$ cat config.mk
export PLATFORM = sky130hd
export DESIGN_NAME = qam16_slicer_demapper
export DESIGN_NICKNAME = d
export VERILOG_FILES = /design/src/rtl/qam16_slicer_demapper.sv
export SDC_FILE = /design/constraint.sdc
export NUM_CORES = 1
export LEC_CHECK = 0
export BUFFER_PORTS_ARGS = -buffer_cell sky130_fd_sc_hd__buf_2
export CAP_MARGIN = 20
export CORE_UTILIZATION = 40
export CTS_CLUSTER_DIAMETER = 200
export DETAILED_ROUTE_END_ITERATION = 7
export PLACE_DENSITY_LB_ADDON = 0.08
export SETUP_SLACK_MARGIN = 0.4
export SYNTH_ARGS = -nofsm -noshare
export SYNTH_HDL_FRONTEND = slang
export SYNTH_SLANG_ARGS = --single-unit
export TNS_END_PERCENT = 1
$ cat constraint.sdc
create_clock -name clk -period 5.8 [get_ports clk]
set_input_delay 0.58 -clock clk [delete_from_list [all_inputs] [get_ports clk]]
set_output_delay 0.58 -clock clk [all_outputs]
set_load 0.01 [all_outputs]
$ cat src/rtl/qam16_slicer_demapper.sv
`default_nettype none
// ============================================================================
// Module   : qam16_slicer_demapper
// Purpose  : 16-QAM receive slicer and demapper. Decimates a 4-samples-per-
//            symbol I/Q stream at a selectable phase, slices each component
//            to one of four levels, demaps to a 4-bit symbol and counts
//            symbol errors against a delayed reference. Totals are reported
//            once per reference period.
// Ports    : clk           system clock (sys_clk domain)
//            reset_n       synchronous reset, active low
//            sam_clk_en    sample-rate enable pulse
//            sym_clk_en    symbol-rate enable pulse, precedes sample 0
//            sample_phase  which of the 4 samples per symbol is decided on
//            in_i, in_q    received samples, signed 1s17
//            threshold     outer decision threshold magnitude (2a), unsigned
//            ref_sym       transmitted reference symbol, valid on sym_clk_en
//            period_start  reference period marker, sampled on sym_clk_en
//            sym_out       demapped symbol {q_bits, i_bits}
//            sym_valid     1-clk pulse, sym_out updated
//            sym_count     symbols compared in the last complete period
//            err_count     symbol errors in the last complete period
//            result_valid  1-clk pulse, sym_count/err_count updated
// Revision : 1.0 - initial release
// ============================================================================
module qam16_slicer_demapper #(
    parameter int WIDTH     = 18,
    parameter int CNT_WIDTH = 22,
    parameter int REF_DELAY = 4
) (
    input  logic                 clk,
    input  logic                 reset_n,
    input  logic                 sam_clk_en,
    input  logic                 sym_clk_en,
    input  logic [1:0]           sample_phase,
    input  logic [WIDTH-1:0]     in_i,
    input  logic [WIDTH-1:0]     in_q,
    input  logic [WIDTH-2:0]     threshold,
    input  logic [3:0]           ref_sym,
    input  logic                 period_start,
    output logic [3:0]           sym_out,
    output logic                 sym_valid,
    output logic [CNT_WIDTH-1:0] sym_count,
    output logic [CNT_WIDTH-1:0] err_count,
    output logic                 result_valid
);

    localparam logic [CNT_WIDTH-1:0] C_CNT_ONE = {{(CNT_WIDTH-1){1'b0}}, 1'b1};

    logic [1:0]           r_phase;
    logic [WIDTH-1:0]     r_cap_i;
    logic [WIDTH-1:0]     r_cap_q;
    logic                 r_cap_vld;
    logic [3:0]           r_ref_dly [REF_DELAY];
    logic [CNT_WIDTH-1:0] r_sym_acc;
    logic [CNT_WIDTH-1:0] r_err_acc;

    logic                 w_capture;
    logic                 w_close;
    logic [1:0]           w_i_bits;
    logic [1:0]           w_q_bits;
    logic [3:0]           w_ref;
    logic [CNT_WIDTH-1:0] w_sym_next;
    logic [CNT_WIDTH-1:0] w_err_next;

    // Four-level decision. Both operands are widened by one bit so that -T
    // and the most-negative input compare without overflow.
    function automatic logic [1:0] slice(input logic [WIDTH-1:0] x,
                                         input logic [WIDTH-2:0] t);
        logic signed [WIDTH:0] xe;
        logic signed [WIDTH:0] te;
        xe = {x[WIDTH-1], x};
        te = {2'b00, t};
        if (xe >= te)
            slice = 2'b10;
        else if (!xe[WIDTH])
            slice = 2'b11;
        else if (xe >= -te)
            slice = 2'b01;
        else
            slice = 2'b00;
    endfunction

    assign w_capture = sam_clk_en && (r_phase == sample_phase);
    assign w_close   = sym_clk_en && period_start;
    assign w_ref     = r_ref_dly[REF_DELAY-1];

    always_comb begin
        w_i_bits = slice(r_cap_i, threshold);
        w_q_bits = slice(r_cap_q, threshold);
    end

    // Accumulator next values include a compare landing in the current cycle,
    // so a close in that same cycle still reports it.
    always_comb begin
        w_sym_next = r_sym_acc;
        w_err_next = r_err_acc;
        if (sym_valid) begin
            if (!(&r_sym_acc))
                w_sym_next = r_sym_acc + C_CNT_ONE;
            if ((sym_out != w_ref) && !(&r_err_acc))
                w_err_next = r_err_acc + C_CNT_ONE;
        end
    end

    always_ff @(posedge clk) begin
        if (!reset_n) begin
            r_phase      <= 2'd0;
            r_cap_i      <= '0;
            r_cap_q      <= '0;
            r_cap_vld    <= 1'b0;
            sym_out      <= 4'd0;
            sym_valid    <= 1'b0;
            r_sym_acc    <= '0;
            r_err_acc    <= '0;
            sym_count    <= '0;
            err_count    <= '0;
            result_valid <= 1'b0;
            for (int k = 0; k < REF_DELAY; k++)
                r_ref_dly[k] <= 4'd0;
        end else begin
            // Symbol strobe realigns the sample counter ahead of sample 0.
            if (sym_clk_en)
                r_phase <= 2'd0;
            else if (sam_clk_en)
                r_phase <= r_phase + 2'd1;

            r_cap_vld <= w_capture;
            if (w_capture) begin
                r_cap_i <= in_i;
                r_cap_q <= in_q;
            end

            sym_valid <= r_cap_vld;
            if (r_cap_vld)
                sym_out <= {w_q_bits, w_i_bits};

            if (sym_clk_en) begin
                for (int k = REF_DELAY - 1; k > 0; k--)
                    r_ref_dly[k] <= r_ref_dly[k-1];
                r_ref_dly[0] <= ref_sym;
            end

            result_valid <= w_close;
            if (w_close) begin
                sym_count <= w_sym_next;
                err_count <= w_err_next;
                r_sym_acc <= '0;
                r_err_acc <= '0;
            end else begin
                r_sym_acc <= w_sym_next;
                r_err_acc <= w_err_next;
            end
        end
    end

endmodule
`default_nettype wire

Word-level counts from Yosys, hierarchy flattened
Memories as Yosys holds them, arrays and structs flattened.
Index checks and enable logic that the tools add are counted.
Storage, ports and cells
  register bits after elaboration: 133
  output and inout bits: 50
  bits of input ports: 64
  memories kept: 1
  bits in writable memories: 16
  word-level logic and storage cells: 53
Operators by class
  reduce and logical (&&, ||, !) cells: 8
  bitwise logic cells: 5
  order comparisons: 4
  multiplexer cells: 18
  equal/unequal tests: 2
  $add $sub $neg: 4
Memories
  r_ref_dly: depth 4, width 4, read ports 4, clocked after memory_dff 0, write ports 4, RTL line 53  | logic [3:0] r_ref_dly [REF_DELAY];
Operators by type and width (number)
  $mux W22: 4
  $add A22 B1 Y22 const B: 2
  $reduce_and A22 Y1: 2
  $ge A18 B19 Y1: 2
  $ge A18 B18 Y1: 2
  $neg A17 Y19: 1
  $mux W4: 4
  $mux W2: 4
  $mux W1: 6
  $ne A4 B4 Y1: 1
  $or A1 B1 Y1: 4
  $reduce_or A2 Y1: 2
  $logic_and A1 B1 Y1: 3
  $add A2 B1 Y2 const B: 1
  $eq A2 B2 Y1: 1
  $logic_not A1 Y1: 1
  $not A1 Y1: 1

Logic depth before layout (Yosys ltp)
Gate-level depths: netlist of run 1.
  depth after elaboration: 5
  depth in mapped cells: 16
  depth with buffers taken out: 16

Least setup slack after synthesis of run 1
Ideal clock, no wire load.
  kind: in2reg
  from: input threshold[1]
  to: register sym_out[0]
  data arrival time: 3.338 ns
  stages on the path: 15
  setup time: 0.074 ns
  required time: 5.726 ns
  setup slack: 2.388 ns
  path buffers: 0
  path through: inv_1 > ha_1 > or4b_4 > nor3_1 > nand2_1 > nor3_1 > xnor2_1 > ha_1 > nand3_1 > nor2_1 > nand2_1 > inv_1 > nand4_1 > or4b_1 > a31oi_1
On the way
  cells in the longest elaborated chain, start to end: 5
  elaborated cells between the ends (all ways): 6
  classes of those cells: add/sub (1); order compare (2); mux (3)
RTL lines
  from (decl): RTL line 37  | input logic [WIDTH-2:0] threshold,
  $neg A17 Y19: RTL line 77  | else if (xe >= -te)
  $ge A18 B19 Y1: RTL line 77
  $mux W1: RTL line 77
  $mux W2: RTL line 75  | else if (!xe[WIDTH])
  $mux W2 *: RTL line 73  | if (xe >= te)
  to (signal assigned): RTL line 135  | sym_out <= {w_q_bits, w_i_bits};
  to (decl): RTL line 40  | output logic [3:0] sym_out,
Mark *: on every way between the ends. The rest lies on a longest branch, timed or not.
A chain may end at the register's enable or synchronous reset.

Final worst setup path of run 1
Same ends and word-level chain as after synthesis.

==> results of run 1 <==
power groups by stage:
stage | Clock (mW) | Combinational, mW | Sequential, mW
after global placement | 0 | 0.188 | 1.10
after detailed placement | 0 | 0.187 | 1.10
after global routing | 1.19 | 0.216 | 1.08
after CTS | 1.15 | 0.189 | 1.08
final | 1.12 | 0.186 | 1.08
after floorplan | 0 | 0.120 | 1.10
kinds of logic after synthesis:
logic type | synth area share (%)
fa+ha+maj | 10.9
flops | 41.8
buf+inv | 3.04
simple gates | 21.9
xor+xnor | 7.82
mux | 0.948
compound gates | 13.6
cells in the mapped netlist (16+ instances only):
| library cell | n | share of area (%) |
|---|---|---|
| nand2_1 | 152 | 7.6 |
| nor2_1 | 67 | 3.3 |
| a21oi_1 | 18 | 1.2 |
| inv_1 | 30 | 1.5 |
| nand4_1 | 17 | 1.4 |
| edfxtp_1 | 16 | 6.4 |
| nand3_1 | 25 | 1.7 |
| dfxtp_1 | 133 | 35 |
| and3_1 | 30 | 2.5 |
| a21boi_0 | 39 | 3.9 |
| xnor2_1 | 23 | 2.7 |
| clkbuf_1 | 28 | 1.4 |
| xor2_1 | 39 | 4.5 |
| ha_1 | 65 | 11 |
| o21ai_0 | 57 | 3.8 |
worst reg2reg max path, stage by stage, from the launching register on:
cell,delay [ps]
edfxtp_1,380
xor2_1,150
o41ai_1,920
nor2_1,150
nand3_1,130
a21oi_1,130
nand4_1,180
xor2_1,240
o21ai_0,120
flip-flops by register name, indices dropped and copies added (netlist names):
signal,flops
err_count,22
r_cap_i,18
r_cap_q,18
r_cap_vld,1
r_err_acc,22
r_phase,2
r_ref_dly,16
r_sym_acc,22
result_valid,1
sym_count,22
sym_out,4
sym_valid,1
layout make-up:
cell class                      instances  area share (%)
Multi-Input combinational cell        639            46.7
Sequential cell                       149            35.3
Timing Repair Buffer                  118            6.77
Clock buffer                           20            5.25
Tap cell                              229            3.22
Clock inverter                         12            1.50
Inverter                               30            1.26
Antenna cell                            1          0.0281
layer usage:
layer | up-vias | track usage (%) | share of wire [%]
met4 | 0 | 5.20 | 0.93
met5 | - | 0 | 0
met2 | 100 | 29.4 | 44
met1 | 2715 | 25.3 | 51
li1 | 3169 | - | -
met3 | 10 | 4.21 | 3.9
metrics by stage:
stage	area, um2	hold WS [ps]	total power, mW	instances
after global placement	8300	429	1.29	1165
final	8910	404	2.38	1198
after floorplan	7520	443	1.22	849
after detailed placement	8300	437	1.29	1165
after global routing	8900	397	2.49	1197
after CTS	8900	389	2.42	1197
how the worst max path moves through the flow:
stage | startpoint | to | slack (ps) | cells past startpoint
2_1_floorplan | threshold[1] | sym_out[0]$_SDFFE_PN0P_ | 2390 | 15
3_3_place_gp | threshold[1] | sym_out[0]$_SDFFE_PN0P_ | 1940 | 16
3_5_place_dp | threshold[1] | sym_out[0]$_SDFFE_PN0P_ | 1850 | 16
4_1_cts | threshold[1] | sym_out[0]$_SDFFE_PN0P_ | 2280 | 16
5_1_grt | threshold[1] | sym_out[0]$_SDFFE_PN0P_ | 2070 | 16
6_report | threshold[1] | sym_out[0]$_SDFFE_PN0P_ | 2310 | 16
==> flow_metrics.tcl, run 1 <==
set metrics [dict create \
    status "complete, but fails checks" \
    failed_checks "DRC" \
    place_ws_ps 1850 \
    power_density_nw_per_um2 267 \
    mappedNetlistNets 978 \
    critical_path_buf_inv_count 3 \
    async_reset_ff_share_pct 0 \
    slowest_delay_ps 520 \
    ctsHoldBuffers 0 \
    fmax_ghz 0.287 \
    cap_violations 0 \
    cts_max_path_buffers 2 \
    path_delay_family "simple AND/OR/NAND/NOR gates" \
    num_io_pins 114 \
    multi_input_area_um2 4160 \
    vias 5994 \
    routedWlPerCell_um 14.2 \
    internal_power_mw 1.78 \
    power_leakage_nw 3.95 \
    switchingPower_mw 0.597 \
    postCtsSetupRepairBufs 0 \
    grt_pass1_wl_um 28800 \
    cpMaxStageDelayCell "or4b_4" \
    hold_end "r_cap_q[17]$_SDFFE_PN0P_" \
    regArea_um2 3140 \
    ys_types 56 \
    rsz0062_at_grt "no" \
    synthCells 849 \
    min_period_ps 3490 \
    whs_path_depth 3 \
    gp_congestion 0.823 \
    std_cell_rows 49 \
    clkPwrFrac_pct 46.9 \
    drt-pass1-iter-count 8 \
    clk_pin_slew_worst_paths_ps 60 \
    r2r-start "r_ref_dly[3][3]$_SDFFCE_PN0P_" \
    critical_path.cell_chain "buf_2, inv_1, ha_1, or4b_4, nor3_1, nand2_1, nor3_1, xnor2_1, ha_1, nand3_1, nor2_1, nand2_1, inv_1, nand4_1, or4b_1, a31oi_1" \
    synth.avg_cell_area_um2 8.86 \
    synth_edf_count 16 \
    final-setup-viol-count 0 \
    tns_ps 0 \
    crit_path_end_kind "flop" \
    regToRegEndpoint "err_count[15]$_SDFFE_PN0P_" \
    nFillCells 1815 \
    hold_start "in_q[17]" \
    die_y_um 139 \
    synth_top_flop_cell "dfxtp_1" \
    die_w_um 139 \
    rr_worst_depth 8 \
    maxSlewViolCount 0 \
    ctsResizeCount 0 \
    final_cell_mix "nand2_1 (152), dfxtp_1 (133), buf_2 (113)" \
    min_period_over_period_pct 60.1 \
    switching_share_pct 25.1 \
    skew_ps 13.9 \
    path_class "input pin to flop" \
    drc 14 \
    drtAntennaViolNets 0 \
    cp_max_fo 5 \
    seq_area_frac_synth_pct 41.8 \
    combinationalPowerShare_pct 7.8 \
    seq_power_share_pct 45.3 \
    min_path_type "input pin to flop" \
    ys_seq_elements 149 \
    start_util_pct 41.3 \
    antenna_found_initial 0 \
    max-vdd-ir-drop_mv 0.185 \
    worstMarginPinSlew_ps 1000 \
    cp.required_ps 6140 \
    yosysWarnings 0 \
    core_area_um2 18200 \
    clkLatencyLatePin_ps 420 \
    syn_area_um2 7520 \
    htreeDepth 4 \
    drt_wl_total_um 17000 \
    clock-root-buffer "clkbuf_16" \
    area_delta_synth_final_pct 18.4 \
    hold_viol 0 \
    track_usage_pct 18.6 \
    via_per_inst 5.00 \
    critPathLaunchType "input pin" \
    drt_iter0_markers 298 \
    port_buffers 113 \
    nNetsFinal 1084 \
    final_common_cell "nand2_1" \
    final_core_util_pct 48.9 \
    grt_pass1_vias 5745 \
    regToRegSetupSlack_ps 3270 \
    cts_tree "yes" \
    relSlewSlack_pct 32.4 \
    setup_ws_ps 2310 \
    overflow 0 \
    crit_arrival_ps 3830 \
    layout-drive-gt1-share_pct 16.9 \
    die_area_um2 19400 \
    hpwl_um 12300 \
    grt_max_degree 63 \
    cts_sinks 149 \
    cts_made_buffers 17 \
]
(Power assumes the default switching activity.)
==> run 2, diff against run 1 <==
Clock period 5.8 ns to 3.35 ns, I/O delays scaled along.
==> flow_metrics.tcl, run 2 (same netlist as run 1, synthesis figures left out) <==
set metrics [dict create \
    status "complete, but fails checks" \
    failed_checks "DRC" \
    std_cell_rows 49 \
    final_cell_mix "nand2_1 (151), dfxtp_1 (133), buf_2 (113)" \
    htreeDepth 4 \
    die_w_um 139 \
    drt_wl_total_um 17500 \
    worstMarginPinSlew_ps 820 \
    drt_iter0_markers 323 \
    via_per_inst 5.05 \
    drc 6 \
    antenna_found_initial 0 \
    num_io_pins 114 \
    track_usage_pct 18.6 \
    whs_path_depth 3 \
    port_buffers 113 \
    min_period_over_period_pct 83.4 \
    cap_violations 0 \
    crit_path_end_kind "flop" \
    core_area_um2 18200 \
    drt-pass1-iter-count 8 \
    clk_pin_slew_worst_paths_ps 70 \
    n_antenna_cell 0 \
    crit_arrival_ps 3150 \
    cp_max_fo 5 \
    critPathLaunchType "input pin" \
    hold_viol 0 \
    clock-root-buffer "clkbuf_16" \
    min_period_ps 2790 \
    die_area_um2 19400 \
    hpwl_um 12600 \
    hold-worst-slack_ps 146 \
    relSlewSlack_pct 45.3 \
    critical_path.cell_chain "buf_2, inv_4, ha_4, or4b_4, nor3_4, nand2_2, nor3_2, xnor2_1, ha_1, nand3_1, nor2_2, nand2_1, inv_1, nand4_1, or4b_1, a31oi_1" \
    final-setup-viol-count 0 \
    nFillCells 1787 \
    maxSlewViolCount 0 \
    place_area_um2 8380 \
    rsz0062_at_grt "no" \
    p_total_mw 4.14 \
    layout-drive-gt1-share_pct 18.6 \
    path_class "input pin to flop" \
    vias 6086 \
    die_y_um 139 \
    final_core_util_pct 49.6 \
    fmax_ghz 0.358 \
    cts_tree "yes" \
    cp.required_ps 3700 \
    max-vdd-ir-drop_mv 0.430 \
    drtAntennaViolNets 0 \
    routedWlPerCell_um 14.5 \
    start_util_pct 41.3 \
    power_leakage_nw 4.02 \
    rr_worst_depth 8 \
    area_delta_synth_final_pct 20.0 \
    skew_ps 9.18 \
    cpMaxStageDelayCell "or4b_4" \
    grt_max_degree 46 \
    grt_pass1_wl_um 28800 \
    cts_made_buffers 17 \
    gp_congestion 0.802 \
    cts_max_path_buffers 2 \
    cts_sinks 149 \
    final_common_cell "nand2_1" \
    grt_pass1_vias 5692 \
    slowest_delay_ps 510 \
    overflow 0 \
    clkLatencyLatePin_ps 430 \
    nNetsFinal 1093 \
    power_density_nw_per_um2 458 \
    final_area_um2 9030 \
    min_path_type "input pin to flop" \
]
-- run 2: cell count changes in the layout (fill, tap and decap cells not counted), moves of 2 or more --
cell / before / now
inv_6: 5 / 3
buf_4: 5 / 14
inv_4: 0 / 2
clkbuf_8: 1 / 3
inv_1: 30 / 28
nor3_1: 3 / 1
-- run 2: worst paths after layout --
path	start	endpoint	slack [ps]
worst max-delay path	threshold[1]	sym_out[0]$_SDFFE_PN0P_	560
worst min register to register	sym_count[17]$_SDFFE_PN0P_	sym_count[17]$_SDFFE_PN0P_	440
worst max register to register	r_err_acc[6]$_SDFF_PP0_	err_count[18]$_SDFFE_PN0P_	900
worst min-delay path	in_q[6]	r_cap_q[6]$_SDFFE_PN0P_	150
-- run 2: timing repair --
item	in CTS	in global routing
setup endpoints to repair	0	2
endpoints found under the hold margin	0	0
gates resized for setup	0	5
setup buffers	0	3
hold buffers	0	0
-- run 2: worst max-delay path: cells and delay by family --
family	cells	cell delay, ps
XOR/XNOR	1	130
adder cells (fa/ha/maj)	2	470
buffers and inverters	3	260
AND/OR/NAND/NOR	9	1800
AO/OA/AOI/OAI	1	130
-- run 2: area by class of cell --
type,count,area [um2],area share (%)
tap,229,287,3.17
timing repair buffer,127,671,7.42
sequential,149,3140,34.8
clock buffer,22,495,5.49
multi-input combinational,639,4210,46.7
clock inverter,10,108,1.19
inverter,30,115,1.27
-- run 2: metrics by stage --
stage	TNS [ps]	instances	worst slack, ps
global route	0	1206	384
detailed placement	-23.6	1171	-17.3
CTS	0	1203	413
floorplan	0	849	376
finish	0	1206	558
global placement	0	1171	25.2
-- run 2: power breakdown --
group / total (mW) / internal, mW / switching, mW / leakage (nW)
sequential: 1.87 / 1.84 / 0.0270 / 1.25
clock: 1.94 / 1.14 / 0.797 / 0.295
combinational: 0.330 / 0.136 / 0.194 / 2.47
-- run 2: metal layers --
metal  global-route usage (%)  share of wire, %  vias up
met5                        0                 0        -
met4                     7.08               1.4        0
met3                     4.18               3.2       18
met2                     29.9                46      101
met1                     24.5                49     2787
li1                         -                 -     3180
